==> config.mk <==
export PLATFORM = sky130hd
export DESIGN_NAME = regfile_write_arbiter
export DESIGN_NICKNAME = d
export VERILOG_FILES = /design/src/rtl/regfile_write_arbiter.sv
export SDC_FILE = /design/constraint.sdc
export NUM_CORES = 1
export LEC_CHECK = 0
export CAP_MARGIN = 20
export CORE_MARGIN = 1.5
export CORE_UTILIZATION = 43
export DETAILED_ROUTE_END_ITERATION = 7
export GPL_TIMING_DRIVEN = 0
export PLACE_DENSITY = 0.86
export SLEW_MARGIN = 20
export SYNTH_ARGS = -nofsm -noshare
export SYNTH_HDL_FRONTEND = slang
export SYNTH_SLANG_ARGS = --single-unit
==> constraint.sdc <==
create_clock -name clk -period 3.24 [get_ports clk]
set_input_delay 0.648 -clock clk [delete_from_list [all_inputs] [get_ports clk]]
set_output_delay 0.648 -clock clk [all_outputs]
set_load 0.03 [all_outputs]
==> src/rtl/regfile_write_arbiter.sv <==
// Two-requester register-file write-port arbiter: fixed-latency registered write port,
// round-robin on contention, and a saturating count of contested cycles.
module regfile_write_arbiter #(
  parameter int unsigned ADDRESS_WIDTH = 5,
  parameter int unsigned DATA_WIDTH    = 32
) (
  input  logic                     clk,
  input  logic                     rst,
  input  logic                     a_valid,
  input  logic [ADDRESS_WIDTH-1:0] a_addr,
  input  logic [DATA_WIDTH-1:0]    a_data,
  output logic                     a_ready,
  input  logic                     b_valid,
  input  logic [ADDRESS_WIDTH-1:0] b_addr,
  input  logic [DATA_WIDTH-1:0]    b_data,
  output logic                     b_ready,
  output logic                     WE3,
  output logic [ADDRESS_WIDTH-1:0] AD3,
  output logic [DATA_WIDTH-1:0]    WD3,
  output logic                     last_b,
  output logic [7:0]               conflicts
);

  logic                     contested;
  logic                     a_fire, b_fire;
  logic                     we_d, we_q;
  logic [ADDRESS_WIDTH-1:0] ad_d, ad_q;
  logic [DATA_WIDTH-1:0]    wd_d, wd_q;
  logic                     last_b_d, last_b_q;
  logic [7:0]               conflicts_d, conflicts_q;

  assign contested = a_valid & b_valid;

  // Readies depend only on the valids and the round-robin pointer.
  always_comb begin
    a_ready = 1'b0;
    b_ready = 1'b0;
    if (!rst) begin
      if (contested) begin
        a_ready = last_b_q;
        b_ready = ~last_b_q;
      end else begin
        a_ready = a_valid;
        b_ready = b_valid;
      end
    end
  end

  assign a_fire = a_valid & a_ready;
  assign b_fire = b_valid & b_ready;

  always_comb begin
    we_d        = 1'b0;
    ad_d        = ad_q;
    wd_d        = wd_q;
    last_b_d    = last_b_q;
    conflicts_d = conflicts_q;
    // x0 writes are accepted and latched, but never enabled.
    if (a_fire) begin
      we_d = (a_addr != '0);
      ad_d = a_addr;
      wd_d = a_data;
    end else if (b_fire) begin
      we_d = (b_addr != '0);
      ad_d = b_addr;
      wd_d = b_data;
    end
    if (contested && !rst) begin
      last_b_d = b_fire;
      if (conflicts_q != 8'hFF) begin
        conflicts_d = conflicts_q + 8'd1;
      end
    end
  end

  always_ff @(posedge clk) begin
    if (rst) begin
      we_q        <= 1'b0;
      ad_q        <= '0;
      wd_q        <= '0;
      last_b_q    <= 1'b0;
      conflicts_q <= 8'd0;
    end else begin
      we_q        <= we_d;
      ad_q        <= ad_d;
      wd_q        <= wd_d;
      last_b_q    <= last_b_d;
      conflicts_q <= conflicts_d;
    end
  end

  assign WE3       = we_q;
  assign AD3       = ad_q;
  assign WD3       = wd_q;
  assign last_b    = last_b_q;
  assign conflicts = conflicts_q;

endmodule

Word level (Yosys, flattened, before mapping)
Cells that the tools add are included.
Widths: inputs -> output; s select.
Storage, ports and cells
  register bits after elaboration: 47
  bits of input ports: 78
  output and inout bits: 49
  word-level logic and storage cells: 27
Operators by class
  add/subtract/negate cells: 1
  eq/ne operators: 1
  mux-type cells: 10
  bitwise logic cells: 4
  reduce and logical (&&, ||, !) cells: 6
Operators by type and width (number)
  $mux 32: 2
  $mux 5: 2
  $reduce_bool 5->1: 2
  $add 8x1->8 const B: 1
  $ne 8x8->1 const B: 1
  $mux 1: 6
  $and 1x1->1: 3
  $reduce_and 2->1: 1
  $reduce_bool 2->1: 1
  $logic_and 1x1->1: 1
  $logic_not 1->1: 1
  $not 1->1: 1

Depth between registers and ports, before layout
  depth in word-level cells: 6
  gate-level depth with buffers: 6
  depth with buffers taken out: 4

Worst setup path before layout
No wires, ideal clock.
  kind: input to output
  start point: input port a_valid
  end point: output port a_ready
  arrival: 1602 ps
  data required time: 2592 ps
  path slack: 990 ps
  stages: 5
  buffers on the path: 3
  path through: buf_6 o21ai_0 buf_2 buf_2 nor2_1
On the way
  word-level cells in the longest chain between the ends: 3
RTL lines
  start, declared: line 9  | input logic a_valid,
  $and 1x1->1: line 32  | assign contested = a_valid & b_valid;
  $mux 1 (*): line 39  | if (contested) begin
  $mux 1 (*): line 38  | if (!rst) begin
  end, declared: line 12  | output logic a_ready,
Every way passes the cells marked *; elsewhere a longest branch is shown, timed or not.

Final worst setup path
  start point: input port rst
  end point: output port b_ready
On the way
  word-level cells in the longest chain between the ends: 1
RTL lines
  start, declared: line 8  | input logic rst,
  $mux 1: line 38
  end, declared: line 16  | output logic b_ready,
No other way between the ends.

==> impl_metrics.tcl <==
set metrics [dict create \
    synth_mux_area_share_pct 0.863 \
    synth_xor_area_share_pct 0.355 \
    multiInputGateArea_sq_mm 0.00131 \
    placement.io_buffers 125 \
    clk_pin_slew_ns 0.09 \
    grt_overflow 0 \
    grt_max_degree 15 \
    finalPower_mw 1.64 \
    setup_slack_ns 0.127 \
    ys_ff_latch 47 \
    die_h_um 78.7 \
    hp-start "WD3[22]" \
    cts_tree "built" \
    drt_iter0_drc 232 \
    routed_wirelength_mm 8.61 \
    num-nets-final 499 \
    worst_setup_path_end_kind "primary output" \
    dp_slack_ns -0.169 \
    maxCapViolCount 0 \
    cts-root-buf "clkbuf_8" \
    design_area_sq_mm 0.00394 \
    cts_max_level 2 \
    final_common_cell "clkdlybuf4s50_1" \
    netSwitchingPower_uw 483 \
    layout_common_cells "clkdlybuf4s50_1 (124), dfxtp_1 (47), a311oi_1 (40)" \
    max_freq_mhz 321 \
    irDropWorstVdd_uv 229 \
    cp-startpoint "rst" \
    synth_top_family_by_area "compound AO/OA/AOI/OAI gates" \
    syn_inst 288 \
    insertion_delay_ns 0.30 \
    syn_avg_cell_area_sq_um 8.56 \
    numCtsBuffers 5 \
    start_util_pct 44.8 \
    grt_pass1_wl_mm 13.5 \
    die_w_um 78.7 \
    fin_crit_ns 3.11 \
    dieArea_sq_mm 0.00620 \
    syn-num-nets 367 \
    wl_per_cell_um 17.5 \
    dp_hpwl_mm 6.17 \
    post-cts-setup-buffers 0 \
    maxSlewHeadroom_pct 63.0 \
    clkSinkCount 47 \
    min_path_type "flop to flop" \
    final_util_pct 71.6 \
    rsz0062_at_grt "no" \
    place_area_sq_mm 0.00381 \
    grt_pass1_vias 2878 \
    power.share.clock_pct 31.3 \
    synth_compound_area_share_pct 36.8 \
    fin_crit_sh_pct 96.1 \
    r2r-start "conflicts[0]" \
    antenna_cells 0 \
    grt_usage_pct 27.1 \
    drive_above_1_share_pct 8.55 \
    swShare_pct 29.5 \
    p_int_mw 1.16 \
    detail-route-antenna-nets 0 \
    synthSimpleGateAreaFrac_pct 14.5 \
    path_class "input port to primary output" \
    worstPathRequired_ns 2.59 \
    power_density_mw_per_mm2 416 \
    regArea_sq_um 941 \
    drc 0 \
    first_pass_iters 4 \
    cts_buffer_depth 2 \
    core_sq_mm 0.00551 \
    syn_area_sq_mm 0.00246 \
    status "complete, no violations" \
    io_pins 127 \
    cp.arrival_ns 2.47 \
    finalSetupViolCount 0 \
    cts_hold_buf 0 \
    finalMaxSlewViolations 0 \
    worstMarginPinSlew_ns 0.555 \
    leakagePower_nw 1.31 \
    p_seq_share_pct 39.6 \
    yosysWarnings 0 \
    vias 3000 \
    comb_power_share_pct 29.1 \
    critPathMaxFanout 10 \
    antenna_found_initial 0 \
    clock_skew_ns 0.00779 \
    syn2layout_area_growth_pct 59.9 \
    synth_cell_types 38 \
    fill_cells 420 \
    hold_viol_final 0 \
    rows 27 \
    synthAdderAreaFrac_pct 0.508 \
    yosysSeqAreaShare_pct 38.2 \
    worst_setup_path_start_kind "input port" \
    place_congestion 0.835 \
    drt-vias-per-instance 6.09 \
]
-- area by class of cell --
cell class                      instances  area share (%)
Multi-Input combinational cell        199            33.2
Timing Repair Buffer                  125            31.7
Sequential cell                        47            23.9
Buffer                                 39            5.30
Tap cell                               72            2.29
Clock buffer                            6            1.84
Clock inverter                          2            1.52
Inverter                                3           0.286
-- synthesized netlist by cell type, drive strengths merged --
master	n	area share [%]
and3	1	0.25
and4	3	1.1
nor2b	3	0.76
a41oi	1	0.36
o221ai	1	0.36
mux2	1	0.46
buf	24	5.7
nand4	1	0.25
a211oi	39	12
nor3	1	0.20
nand2b	4	1.0
or4	2	0.61
and2	2	0.61
a21oi	6	1.2
ha	1	0.51
dfxtp	47	38
nand2	3	0.46
a31oi	1	0.25
a311oi	40	14
xnor2	1	0.36
inv	3	0.46
o21ai	39	7.9
o211ai	1	0.30
mux2i	1	0.41
and4b	1	0.41
or3	1	0.25
a21boi	1	0.30
nand3	38	7.7
nor2	6	0.91
clkbuf	15	2.6
-- registers in the layout (all words and copies together) (netlist names) --
register   flops
WD3           32
last_b         1
conflicts      8
AD3            5
WE3            1
-- metal layers --
metal  routed length [um]  global-route usage [%]  up-vias
met5                    0                       0        -
met2                 4100                    45.1      161
met1                 3640                    35.8     1401
li1                     -                       -     1414
met4                  183                    7.86        0
met3                  689                    5.17       24
-- critical path: stages --
cell and delay, ns:
clkdlybuf4s50_1 0.52, nand2b_1 0.27, buf_2 0.23, nor2_1 0.11
clkdlybuf4s50_1 0.68
-- per-stage QoR --
stage                     hold WS (ns)  std cells  setup TNS [ns]
after floorplan                  0.628        288               0
after global placement           0.494        485          -0.172
after detailed placement         0.497        485          -0.169
after CTS                        0.517        493               0
after global routing             0.537        493               0
final                            0.516        493               0
-- worst paths after layout --
path / endpoint / slack, ns / cells past startpoint
worst max-delay path: b_ready / 0.13 / 5
worst min register to register: WD3[22] / 0.52 / 2
worst min-delay path: WD3[22] / 0.52 / 2
worst max register to register: conflicts[0] / 1.56 / 4
-- logic make-up after synthesis --
family,Yosys count
DFF,47
adders and majority gates,1
muxes,2
AOI/OAI and AO/OA,129
and+or+nand+nor,66
buffers and inverters,42
xor gates and xnor gates,1
-- power groups by stage --
stage / logic [mW] / clock network (mW) / registers [mW]
floorplan: 0.150 / 0 / 0.747
global placement: 0.466 / 0 / 0.660
detailed placement: 0.471 / 0 / 0.662
CTS: 0.474 / 0.515 / 0.649
global route: 0.505 / 0.539 / 0.654
finish: 0.477 / 0.513 / 0.650
-- timing repair --
action,4_1_cts,5_1_grt
endpoints found under the setup margin,1,1
endpoints found under the hold margin,0,0
gates resized for setup,2,2
Note: power is estimated with default switching activity, not from simulation.
